==> src/rtl/spart_tx_arb.sv <==
// Round-robin arbiter feeding one SPART transmitter from N_REQ byte requesters.
// Multi-byte messages lock the grant to their owner until the last byte or an idle timeout.
module spart_tx_arb #(
  parameter int unsigned N_REQ   = 4,
  parameter int unsigned LOCK_TO = 255
) (
  input  logic                       clk,
  input  logic                       rst_n,
  input  logic [N_REQ-1:0]           req,
  input  logic [8*N_REQ-1:0]         req_data,
  input  logic [N_REQ-1:0]           req_last,
  output logic [N_REQ-1:0]           ack,
  input  logic                       TBR,
  output logic                       tx_write,
  output logic [7:0]                 tx_data,
  output logic [$clog2(N_REQ)-1:0]   owner,
  output logic                       lock_active,
  output logic                       busy,
  output logic                       lock_timeout
);

  localparam int unsigned IW = $clog2(N_REQ);

  typedef enum logic [1:0] {
    ARB,
    WAIT_LO,
    WAIT_HI
  } state_e;

  state_e          state_q, state_d;
  logic [IW-1:0]   rr_q, rr_d;
  logic [IW-1:0]   owner_q, owner_d;
  logic            lock_q, lock_d;
  logic [7:0]      idle_q, idle_d;
  logic            to_q, to_d;

  logic [N_REQ-1:0] eligible;
  logic [IW-1:0]    win;
  logic             found;
  logic             grant;

  // Circular search starting one past the last message winner.
  always_comb begin
    eligible = lock_q ? (req & (N_REQ'(1) << owner_q)) : req;
    found    = 1'b0;
    win      = '0;
    for (int unsigned k = 1; k <= N_REQ; k++) begin
      int unsigned idx;
      idx = int'(rr_q) + k;
      if (idx >= N_REQ) idx = idx - N_REQ;
      if (!found && eligible[idx]) begin
        found = 1'b1;
        win   = IW'(idx);
      end
    end
  end

  // Gated by rst_n so no strobe can leak out while reset is held.
  assign grant    = rst_n && (state_q == ARB) && TBR && found;
  assign tx_write = grant;
  assign ack      = grant ? (N_REQ'(1) << win) : '0;
  assign tx_data  = grant ? req_data[8*int'(win) +: 8] : '0;

  always_comb begin
    state_d = state_q;
    rr_d    = rr_q;
    owner_d = owner_q;
    lock_d  = lock_q;
    idle_d  = idle_q;
    to_d    = 1'b0;
    case (state_q)
      ARB: begin
        if (grant) begin
          state_d = WAIT_LO;
          owner_d = win;
          idle_d  = '0;
          if (req_last[win]) begin
            lock_d = 1'b0;
            rr_d   = win;
          end else begin
            lock_d = 1'b1;
          end
        end else if (lock_q && TBR && !req[owner_q]) begin
          if (idle_q + 8'd1 == 8'(LOCK_TO)) begin
            lock_d = 1'b0;
            to_d   = 1'b1;
            rr_d   = owner_q;
            idle_d = '0;
          end else begin
            idle_d = idle_q + 8'd1;
          end
        end
      end
      WAIT_LO: if (!TBR) state_d = WAIT_HI;
      WAIT_HI: if (TBR)  state_d = ARB;
      default: state_d = ARB;
    endcase
  end

  always_ff @(posedge clk or negedge rst_n) begin
    if (!rst_n) begin
      state_q <= ARB;
      rr_q    <= IW'(N_REQ - 1);
      owner_q <= '0;
      lock_q  <= 1'b0;
      idle_q  <= '0;
      to_q    <= 1'b0;
    end else begin
      state_q <= state_d;
      rr_q    <= rr_d;
      owner_q <= owner_d;
      lock_q  <= lock_d;
      idle_q  <= idle_d;
      to_q    <= to_d;
    end
  end

  assign owner        = owner_q;
  assign lock_active  = lock_q;
  assign busy         = (state_q != ARB);
  assign lock_timeout = to_q;

endmodule

==> config.mk <==
export PLATFORM = sky130hd
export DESIGN_NAME = spart_tx_arb
export DESIGN_NICKNAME = d
export VERILOG_FILES = /design/src/rtl/spart_tx_arb.sv
export SDC_FILE = /design/constraint.sdc
export NUM_CORES = 1
export LEC_CHECK = 0
export ABC_AREA = 1
export ABC_CLOCK_PERIOD_IN_PS = 9650
export CORE_MARGIN = 5
export CORE_UTILIZATION = 30
export CTS_BUF_LIST = sky130_fd_sc_hd__clkbuf_2
export CTS_CLUSTER_SIZE = 10
export DETAILED_ROUTE_END_ITERATION = 10
export PLACE_DENSITY = 0.55
export SLEW_MARGIN = 10
export SYNTH_ARGS = -nofsm -noshare
export SYNTH_HDL_FRONTEND = slang
export SYNTH_SLANG_ARGS = --single-unit
==> constraint.sdc <==
create_clock -name clk -period 9.65 [get_ports clk]
set_input_delay 2.895 -clock clk [delete_from_list [all_inputs] [get_ports clk]]
set_output_delay 2.895 -clock clk [all_outputs]
set_load 0.1 [all_outputs]
# Yosys cells after proc, flatten, opt, wreduce, memory -nomap -nowiden
# Index checks and enable logic that the tools add are counted.
# classes
n_addsub	9
magnitude_cmp	10
eq_ne	7
shifts	3
muxes	46
bitwise	1
n_reduce_logical	21
# ops
op	n
$lt A32 B3 Y1 const B	4
$mux W32	4
$mux W8	4
$shiftx A32 B6 Y8	1
$mux W2	11
$mux W1	18
$bmux W1 S2	6
$sub A3 B3 Y4 const B	3
$ge A3 B3 Y1 const B	3
$add A8 B1 Y8 const B	1
$eq A8 B8 Y1 const B	1
$logic_and A1 B1 Y1	8
$mux W4	2
$shl A1 B2 Y4 const A	2
$add A2 B2 Y3 const B	2
$lt A2 B3 Y1 const B	2
$ne A2 B2 Y1 const B	3
$pmux W2 S3	1
$reduce_and A3 Y1	2
$reduce_bool A2 Y1	3
$sub A4 B3 Y5 const B	1
$add A2 B3 Y4 const B	1
$and A4 B4 Y4	1
$ge A4 B3 Y1 const B	1
other kinds (8)	12
# totals
reg_bits	16
in_bits	43

# Depth between registers and ports, before layout
# Gate-level depths: netlist of the first run.
# logic_depth
depth_word	19
depth_mapped	19

# Worst setup path before layout of the first run
# OpenSTA, ideal clock, no wires.
# synth_timing
path_type	input to output
from	in req[3]
to	out ack[0]
t_arrival_ps	5942
required_time_ps	6755
slack_ps	813
path_stages	10
path_cell_list	nand3_1 -> nand3_1 -> nand3_1 -> nand2_1 -> nor2_4 -> nand3_4 -> nand2_2 -> nand2_4 -> buf_4 -> nor3_1
# synth_via
elab_chain_len	16
elab_cells_between_ends	27
# synth_lines
item	line	text
from (decl)	9	input logic [N_REQ-1:0] req,
$and A4 B4 Y4	44	eligible = lock_q ? (req & (N_REQ'(1) << owner_q)) : req;
$mux W4 (*)	44	
$bmux W1 S2	51	if (!found && eligible[idx]) begin
$mux W1 (not written as such)	51	
$mux W1	51	
$logic_not A1 Y1	51	
$logic_and A1 B1 Y1	51	
$mux W1	51	
$logic_not A1 Y1	51	
$logic_and A1 B1 Y1	51	
$mux W1	51	
$logic_not A1 Y1	51	
$logic_and A1 B1 Y1	51	
$mux W2 / $mux W1 (equally long branches)	51	
$shl A1 B2 Y4 / $logic_and A1 B1 Y1 (equally long branches)	61, 59	
$mux W4 (*)	61	assign ack = grant ? (N_REQ'(1) << win) : '0;
to (decl)	12	output logic [N_REQ-1:0] ack,
# Every way passes the cells marked *; elsewhere a longest branch is shown, timed or not. The select of a mux whose other input is x is not followed.

# Worst setup path in the final report of the first run
# layout_timing
from	in req[3]
to	out tx_data[1]
# layout_via
elab_chain_len	16
elab_cells_between_ends	27
# layout_lines
item	line	text
$and A4 B4 Y4	44	
$mux W4 (*)	44	
$bmux W1 S2	51	
$mux W1 (not written as such)	51	
$mux W1	51	
$logic_not A1 Y1	51	
$logic_and A1 B1 Y1	51	
$mux W1	51	
$logic_not A1 Y1	51	
$logic_and A1 B1 Y1	51	
$mux W1	51	
$logic_not A1 Y1	51	
$logic_and A1 B1 Y1	51	
$mux W2 / $mux W1 (equally long branches)	51	
$shiftx A32 B6 Y8 / $logic_and A1 B1 Y1 (equally long branches)	62, 59	
$mux W8 (*)	62	assign tx_data = grant ? req_data[8*int'(win) +: 8] : '0;
to (decl)	15	output logic [7:0] tx_data,
# Marked as above.

==> metrics.md, run 1 <==
| Metric | Value |
|---|---|
| Ports | `61` |
| GPL Wtd Cong | `0.7932` |
| Max FO, Critical Path | `16` |
| Layout Nets | `335` |
| Fin. max-slew vios | `0` |
| Vias in the first global route | `1580` |
| Routed WL per cell | `12.07 µm` |
| Top cells by area, synth | `dfrtp_1 23%, nand2_1 21%, nand3_1 11%` |
| Total Routing Usage GR | `13.46%` |
| DRT Wirelength | `4333 µm` |
| GRT overflow | `0` |
| Clock tree buffer depth | `2` |
| Vias per inst | `4.607` |
| Layout cells sized above 1 | `15.92%` |
| Chip width | `81.22 µm` |
| Die span in y | `81.22 µm` |
| Initial core utilization | `30.37%` |
| RSZ-0062 raised after global routing | `no` |
| Yosys cell types | `32` |
| Port Buffers | `60` |
| H-tree depth | `1` |
| Largest net degree at the start of global routing | `19` |
| Row Count | `26` |
| Initial antenna violation count | `0` |
| Path type of the worst setup path | `input port to primary output` |
| CTS tree | `built` |
| Slew @ Worst Pin | `0.9908 ns` |
| Vias after detailed routing | `1654` |
| First-pass GRT wire length | `7058 µm` |
| Worst Hold Class | `register to register` |
| FF+latch count, synth | `16` |
| Final Setup Violations | `0` |
| Core Footprint | `5010 µm²` |
| Syn. warnings | `0` |
| Remaining DRCs | `0` |
| Critical path capture point type | `primary output` |
| Dpl hpwl | `3527 µm` |
| Multi-input logic area | `972.2 µm²` |
| Post-Syn Area | `1521 µm²` |
| CTS Buf Count | `3` |
| CTS clk-pin slew, worst paths | `0.15 ns` |
| Clk_lat worst skew | `0.29 ns` |
| Worst Path Arrival | `5.20 ns` |
| Area Growth Syn to Fin | `41.04%` |
| Root Buffer Master | `clkbuf_2` |
| Syn Nets | `276` |
| Post-CTS setup buffers | `0` |
| CTS resizes | `0` |
| Syn avg cell area | `6.586 µm²` |
| Placed insts | `355` |
| Initial DRC Count | `57` |
| Post-Syn Instances | `231` |
| Number of synthesized flops with an enable pin | `0` |
| Max-cap violation count | `0` |
| Antenna Cells | `0` |
| Pre-CTS WS | `1.558 ns` |
| Die ar. | `6596 µm²` |
| Top cell type's share of synthesized area | `23.03%` |
| Hold-fix buffers, CTS | `0` |
| Predominant post-synthesis flop cell | `dfrtp_1` |
| Slack of the critical path | `1.557 ns` |
| Num Clock Sinks | `16` |
| Largest area contributor in the netlist | `dfrtp_1` |
| Final hold violation count | `0` |
| Post-Layout Cell Count | `359` |
| Clock skew | `0.009163 ns` |
| Period utilization | `83.87%` |
| Count leader, synth | `nand2_1` |
| Top cells by count, synth | `84 x nand2_1, 32 x nand3_1, 17 x inv_1` |
| Status | `complete, no violations` |
| Initial DRT Pass Iterations | `4` |
| Seq/Total Area, Yosys | `26.48%` |
| Max Fclk | `0.1236 GHz` |
| Register area | `402.9 µm²` |
| Antenna-violating nets left | `0` |
| Async set or reset register ratio after synthesis | `100.0%` |
| Type of origin of the critical path | `input port` |
| Worst relative slew slack | `33.74%` |
| Post-layout minimum cycle time | `8.093 ns` |
| Filler cells | `569` |
| Setup TNS | `0 ns` |
| Critical Path RT | `6.76 ns` |
flip-flops by register name, summed over array words and instances (netlist names):
register and flops:
rr_q 2, lock_active 1, idle_q 8, lock_timeout 1, owner 2, state_q 2
placed cells by master, fill, tap and decap left out, types with 4 or more instances in the layout:
cell type        count
nand2_1             84
clkdlybuf4s50_1     47
nand3_1             32
inv_1               17
nor2_1              15
dfrtp_1             14
buf_4               14
nand2_2              7
a31oi_1              7
xor2_1               6
inv_2                5
nor2_2               4
o41ai_1              4
final cells by class:
cell class	count	area share (%)
Clock buffer	3	0.6997
Multi-Input combinational cell	185	45.31
Sequential cell	16	18.78
Tap cell	70	4.082
Timing Repair Buffer	61	26.82
Clock inverter	1	0.1749
Inverter	23	4.140
logic make-up (layout without fill, tap and decap cells):
| group | after synthesis | count (layout) | synth area share, % |
|---|---|---|---|
| AND/OR/NAND/NOR | 156 | 156 | 49.34 |
| buffers and inverters | 30 | 88 | 9.622 |
| AO/OA/AOI/OAI | 20 | 20 | 8.387 |
| flip-flops | 16 | 16 | 26.48 |
| XOR/XNOR | 7 | 7 | 4.523 |
| adder cells (fa/ha/maj) | 2 | 2 | 1.644 |
worst paths after layout:
| kind | cells past startpoint | end | slack [ns] | startpoint |
|---|---|---|---|---|
| max in group asynchronous | 2 | rr_q[0] | 6.48 | rst_n |
| setup / recovery | 16 | tx_data[1] | 1.56 | req[3] |
| setup reg to reg | 12 | rr_q[1] | 7.45 | rr_q[0] |
| hold / removal | 2 | rr_q[1] | 0.52 | rr_q[1] |
| min in group asynchronous | 2 | idle_q[7] | 2.92 | rst_n |
| hold reg to reg | 2 | rr_q[1] | 0.52 | rr_q[1] |
critical path, cell delays in order:
cell and delay, ns:
clkdlybuf4s50_1 0.48, nand3_1 0.12, nand3_1 0.12, nand2_1 0.08, nand2_1 0.06, nand2_1 0.06, nand2_2 0.07, nand2_2 0.06
nor2_2 0.09, nand2_2 0.08, nand2_4 0.17, inv_4 0.11, nor2_4 0.22, nand2_1 0.07, a31oi_1 0.18, buf_4 0.32
through the flow:
step           area, µm²  utilization, %  hold WS (ns)
2_1_floorplan       1521               -        0.4865
3_3_place_gp        2127           42.46        0.5076
3_5_place_dp        2127           42.46        0.5061
4_1_cts             2146           42.83        0.5280
5_1_grt             2146           42.83        0.5725
6_report            2146           42.83        0.5228
metal layers:
| metal | GRT usage (%) | routed length, µm |
|---|---|---|
| met1 | 16.49 | 1858 |
| met2 | 24.30 | 2268 |
| met3 | 2.661 | 146 |
| met4 | 2.703 | 60 |
| met5 | 0 | 0 |
Power of run 1 is not shown: default switching activity piles up to over one toggle a cycle in this logic, so the estimate is an artifact.
==> inputs of run 2 (changes only) <==
--- a/config.mk
+++ b/config.mk
@@ -6,7 +6,7 @@
 export NUM_CORES = 1
 export LEC_CHECK = 0
 export ABC_AREA = 1
-export ABC_CLOCK_PERIOD_IN_PS = 9650
+export ABC_CLOCK_PERIOD_IN_PS = 7660
 export CORE_MARGIN = 5
 export CORE_UTILIZATION = 30
 export CTS_BUF_LIST = sky130_fd_sc_hd__clkbuf_2
==> constraint.sdc (replaced) <==
create_clock -name clk -period 7.66 [get_ports clk]
set_input_delay 2.298 -clock clk [delete_from_list [all_inputs] [get_ports clk]]
set_output_delay 2.298 -clock clk [all_outputs]
set_load 0.1 [all_outputs]
==> run 2 against run 1 <==
Net effect: hold slack better by 0.0015 ns; cell count stayed put; sequential share of layout area decreased by 0.74 points; flip-flop and latch count is the same; via count shrank 1.8%; worst setup slack got worse by 0.79 ns; first-iteration DRC count rose by 3.5%; critical path type unchanged; largest cell class unchanged; non-clock buffer count unchanged.
==> metrics.md, run 2 (same netlist as run 1, synthesis figures left out) <==
| Metric | Value |
|---|---|
| Status | `complete, no violations` |
| Initial antenna violation count | `0 (unchanged)` |
| Core Footprint | `5010 µm² (unchanged)` |
| Max reg flops | `8 (unchanged)` |
| Area Growth Syn to Fin | `46.79%` |
| Clock tree buffer depth | `2 (unchanged)` |
| Die span in y | `81.22 µm (unchanged)` |
| CTS resizes | `0 (unchanged)` |
| Dpl hpwl | `3588 µm (+1.7%)` |
| Num Clock Sinks | `16 (unchanged)` |
| Highest-delay cell along the critical path | `clkdlybuf4s50_1` |
| Total Routing Usage GR | `13.27% (-0.19 points)` |
| GPL Wtd Cong | `0.7442 (-6.2%)` |
| CTS tree | `built` |
| Worst relative slew slack | `35.05% (+1.3 points)` |
| Fin. max-slew vios | `0 (unchanged)` |
| Final Setup Violations | `0 (unchanged)` |
| First-pass GRT wire length | `6906 µm (-2.2%)` |
| Post-layout minimum cycle time | `6.891 ns` |
| Antenna Cells | `0 (unchanged)` |
| Placed insts | `355 (unchanged)` |
| Initial core utilization | `30.37% (unchanged)` |
| Die ar. | `6596 µm² (unchanged)` |
| DRT Wirelength | `4366 µm (+0.76%)` |
| Slew @ Worst Pin | `0.9712 ns (-0.01966 ns)` |
| RSZ-0062 raised after global routing | `no` |
| Max FO, Critical Path | `16 (unchanged)` |
| Post-Layout Cell Count | `359 (unchanged)` |
| CTS clk-pin slew, worst paths | `0.15 ns (about the same)` |
| CTS Buf Count | `3 (unchanged)` |
| Vias after detailed routing | `1624 (-1.8%)` |
| Most common cell after layout, fill and taps aside | `nand2_1` |
| Max Fclk | `0.1451 GHz` |
| Vias per inst | `4.524 (-1.8%)` |
| Critical Path RT | `5.36 ns (-1.40 ns)` |
| Initial DRT Pass Iterations | `4 (unchanged)` |
| Post-CTS setup buffers | `0 (unchanged)` |
| Setup TNS | `0 ns (unchanged)` |
| Final hold violation count | `0 (unchanged)` |
| H-tree depth | `1 (unchanged)` |
| Row Count | `26 (unchanged)` |
| Clock skew | `0.001131 ns (-0.008032 ns)` |
| Top reg by flops | `idle_q` |
| Clk_lat worst skew | `0.29 ns (about the same)` |
| Routed WL per cell | `12.16 µm (+0.76%)` |
| Antenna-violating nets left | `0 (unchanged)` |
| Max-cap violation count | `0 (unchanged)` |
| Path type of the worst setup path | `input port to primary output` |
| Hold path cells | `2 (unchanged)` |
| GRT overflow | `0 (unchanged)` |
| Ports | `61 (unchanged)` |
| Worst Path Arrival | `4.59 ns (-0.61 ns)` |
| Critical-path cell list | `clkdlybuf4s50_1, nand3_1, nand3_1, nand2_1, nand2_1, nand2_1, nand2_2, nand2_2, nor2_2, nand2_2, nand2_4, inv_4, nor2_4, nand2_1, a31oi_1, buf_12` |
| Worst reg2reg path depth | `12 (unchanged)` |
| Hold-fix buffers, CTS | `0 (unchanged)` |
| Largest net degree at the start of global routing | `19 (unchanged)` |
| Root Buffer Master | `clkbuf_2` |
| Initial DRC Count | `59 (+3.5%)` |
| Worst Hold Class | `register to register` |
| Layout cells sized above 1 | `15.92% (unchanged)` |
| Critical path capture point type | `primary output` |
| Port Buffers | `60 (unchanged)` |
| Layout Nets | `335 (unchanged)` |
| Max incr delay on CP | `0.49 ns (about the same)` |
| Remaining DRCs | `0 (unchanged)` |
| Top cell by count, worst path | `nand2_1` |
| Chip width | `81.22 µm (unchanged)` |
| Type of origin of the critical path | `input port` |
| Commonest cells after routing, fill and taps aside | `84 x nand2_1, 47 x clkdlybuf4s50_1, 32 x nand3_1` |
| Vias in the first global route | `1593 (+0.82%)` |
| Period utilization | `89.96%` |
-- run 2: cell counts in the layout (fill, tap and decap cells not counted) --
Identical to the previous run, type by type.
-- run 2: final timing paths --
path / startpoint / slack [ns] / endpoint
max: req[2] / 0.77 / tx_data[7]
min: rr_q[1] / 0.52 / rr_q[1]
max reg2reg: rr_q[0] / 5.49 / rr_q[1]
min reg2reg: rr_q[1] / 0.52 / rr_q[1]
max in group asynchronous: rst_n / 5.09 / rr_q[1]
min in group asynchronous: rst_n / 2.31 / idle_q[1]
-- run 2: stage by stage --
step                      setup WS, ns  utilization, %  cell area, µm²  hold slack, ns
after detailed placement        0.7527           44.21            2215          0.5095
after CTS                       0.7477           44.58            2233          0.5299
after global routing            0.4858           44.58            2233          0.5688
after floorplan                0.01665               -            1521          0.4865
after global placement          0.7281           44.21            2215          0.5111
final                           0.7690           44.58            2233          0.5243
-- run 2: layout make-up --
cell class | count | area [µm²]
fill | 547 | 2776
tap | 70 | 87.58
sequential | 16 | 402.9
clock buffer | 3 | 15.01
multi-input combinational | 185 | 972.2
clock inverter | 1 | 3.754
inverter | 23 | 88.84
timing repair buffer | 61 | 663.1
-- run 2: worst max-delay path: cells and delay by family --
| kind | cells | cell delay (ns) |
|---|---|---|
| AND/OR/NAND/NOR | 12 | 1.19 |
| buffers and inverters | 3 | 0.82 |
| AO/OA/AOI/OAI | 1 | 0.29 |
-- run 2: layer usage --
metal,track usage [%],vias up,wire (µm)
li1,-,871,-
met4,3.041,0,29
met1,15.27,723,1842
met2,24.96,28,2344
met3,2.661,2,149
met5,0,-,0
Power of run 2 is left out for the same reason.
==> inputs of run 3 (changes only) <==
--- a/config.mk
+++ b/config.mk
@@ -12,6 +12,7 @@
 export CTS_BUF_LIST = sky130_fd_sc_hd__clkbuf_2
 export CTS_CLUSTER_SIZE = 10
 export DETAILED_ROUTE_END_ITERATION = 10
+export GPL_TIMING_DRIVEN = 0
 export PLACE_DENSITY = 0.55
 export SLEW_MARGIN = 10
 export SYNTH_ARGS = -nofsm -noshare
==> run 3 against run 2 <==
Net effect: maximum frequency is 6.9% lower; cell count rose by 1.7%; clock-buffer cell count unchanged; worst setup slack got worse by 0.51 ns; sequential share of layout area grew 0.081 points; register-to-register slack improved by 0.02 ns; hold slack better by 0.0067 ns; critical path depth down 4; utilization down 0.20 points; wire length is 0.64% lower; flip-flop and latch count unchanged; die area is the same.
==> metrics.md, run 3 (same netlist as run 1, synthesis figures left out) <==
| Metric | Value |
|---|---|
| Status | `complete, no violations` |
| Initial DRC Count | `60 (+1.7%)` |
| Port Buffers | `60 (unchanged)` |
| Final Setup Violations | `0 (unchanged)` |
| Met2 WL post-DR | `2274 µm (-3.0%)` |
| Max incr delay on CP | `1.15 ns (+0.66 ns)` |
| Layout cells sized above 1 | `12.54% (-3.4 points)` |
| Design area | `2223 µm² (-0.45%)` |
| Final hold violation count | `0 (unchanged)` |
| Antenna Cells | `0 (unchanged)` |
| Clk_lat worst skew | `0.28 ns (about the same)` |
| Multi-input logic area | `972.2 µm² (unchanged)` |
| Max FO, Critical Path | `10 (-6)` |
| Die span in y | `81.22 µm (unchanged)` |
| Register area | `402.9 µm² (unchanged)` |
| Slew @ Worst Pin | `0.9975 ns (+0.02636 ns)` |
| Initial DRT Pass Iterations | `4 (unchanged)` |
| CTS tree | `built` |
| Worst relative slew slack | `33.39% (-1.7 points)` |
| Met1 WL | `1826 µm (-0.87%)` |
| Remaining DRCs | `0 (unchanged)` |
| Critical path capture point type | `primary output` |
| Highest-delay cell along the critical path | `clkdlybuf4s50_1` |
| Post-CTS setup buffers | `0 (unchanged)` |
| Placed cell area | `2210 µm² (-0.23%)` |
| Ports | `61 (unchanged)` |
| Max-cap violation count | `0 (unchanged)` |
| Vias in the first global route | `1587 (-0.38%)` |
| Top reg by flops | `idle_q` |
| Layout Nets | `341 (+1.8%)` |
| Post-layout minimum cycle time | `7.404 ns (+0.5126 ns)` |
| Total Routing Usage GR | `13.76% (+0.49 points)` |
| Area Growth Syn to Fin | `46.13%` |
| Clock skew | `0.006171 ns (+0.005040 ns)` |
| Num Clock Sinks | `16 (unchanged)` |
| Period utilization | `96.65% (+6.7 points)` |
| Critical-path cell list | `clkdlybuf4s50_1, nand3_1, nand3_1, nand3_1, nand2_1, nor2_4, nand3_4, nand2_2, nand2_4, buf_4, nor2_1, clkdlybuf4s50_1` |
| Core Footprint | `5010 µm² (unchanged)` |
| Initial antenna violation count | `0 (unchanged)` |
| Chip width | `81.22 µm (unchanged)` |
| Worst Path Arrival | `5.11 ns (+0.52 ns)` |
| Largest net degree at the start of global routing | `18 (-1)` |
| GRT overflow | `0 (unchanged)` |
| Max reg flops | `8 (unchanged)` |
| Critical Path RT | `5.36 ns (about the same)` |
| Vias after detailed routing | `1681 (+3.5%)` |
| Initial core utilization | `30.37% (unchanged)` |
| Top cell by count, worst path | `nand3_1` |
| Routed WL per cell | `11.88 µm (-2.3%)` |
| First-pass GRT wire length | `7203 µm (+4.3%)` |
| Finished Core Util | `44.38% (-0.20 points)` |
| Root Buffer Master | `clkbuf_2` |
| Met3 routed WL | `190 µm (+28%)` |
| Largest delay share family, worst path | `buffers and inverters` |
| Filler cells | `568 (+3.8%)` |
| DRT Wirelength | `4338 µm (-0.64%)` |
| GPL Wtd Cong | `0.7986 (+7.3%)` |
| Top sig layer | `met4` |
| Vias per inst | `4.605 (+1.8%)` |
| Type of origin of the critical path | `input port` |
| Most common cell after layout, fill and taps aside | `nand2_1` |
| Antenna-violating nets left | `0 (unchanged)` |
| RSZ-0062 raised after global routing | `no` |
| H-tree depth | `1 (unchanged)` |
| CTS clk-pin slew, worst paths | `0.15 ns (about the same)` |
| Max Fclk | `0.1351 GHz (-6.9%)` |
| Row Count | `26 (unchanged)` |
| Number of buffers and inverters on the critical path | `3 (unchanged)` |
| Clock tree buffer depth | `2 (unchanged)` |
| Commonest cells after routing, fill and taps aside | `84 x nand2_1, 50 x clkdlybuf4s50_1, 32 x nand3_1` |
| Path type of the worst setup path | `input port to primary output` |
| CTS Buf Count | `3 (unchanged)` |
| Fin. max-slew vios | `0 (unchanged)` |
| Die ar. | `6596 µm² (unchanged)` |
| Dpl hpwl | `3554 µm (-0.94%)` |
| Worst Hold Class | `register to register` |
-- run 3: layout make-up --
cell class	count	share of cell area, %
multi-input cells	185	43.73
repair buffers	60	26.79
flip-flops and latches	16	18.12
inverters	23	3.996
well taps	70	3.939
plain buffers	7	2.589
clock buffers	3	0.6753
clock inverters	1	0.1688
-- run 3: routing by layer --
| layer | track usage [%] | vias up |
|---|---|---|
| met5 | 0 | - |
| met4 | 2.703 | 0 |
| met3 | 2.993 | 4 |
| met2 | 25.04 | 35 |
| met1 | 16.54 | 752 |
| li1 | - | 890 |
-- run 3: per-stage QoR --
stage / hold WS, ns / setup slack [ns] / cells / TNS (ns)
after floorplan: 0.4865 / 0.01665 / 231 / 0
after global placement: 0.5084 / -0.04005 / 361 / -0.2139
after detailed placement: 0.5163 / -0.04332 / 361 / -0.1516
after CTS: 0.5376 / 0.1314 / 365 / 0
after global routing: 0.5517 / 0.0004983 / 365 / 0
final: 0.5310 / 0.2564 / 365 / 0
-- run 3: worst register-to-register path, cell delays in order (launching register included) --
cell	delay [ns]
dfstp_2	0.55
buf_6	0.13
xnor2_2	0.14
inv_2	0.08
nand3_2	0.09
nand2_2	0.08
nor2_4	0.13
nand3_4	0.10
nand3_4	0.14
clkbuf_1	0.46
nand3_1	0.13
nand2_1	0.09
-- run 3: final timing paths --
kind,startpoint,to,slack (ns),cells after the start
hold / removal,rr_q[1],rr_q[1],0.53,2
setup reg to reg,rr_q[0],idle_q[2],5.51,11
setup / recovery,req[3],ack[2],0.26,12
max in group asynchronous,rst_n,idle_q[5],4.70,1
min in group asynchronous,rst_n,idle_q[3],2.46,1
hold reg to reg,rr_q[1],rr_q[1],0.53,2
-- run 3: repair_timing --
action | in CTS | in global routing
setup endpoints to repair | 8 | 2
cloned | 0 | 0
resized for setup | 8 | 2
hold buffers | 0 | 0
Power of run 3 is left out for the same reason.
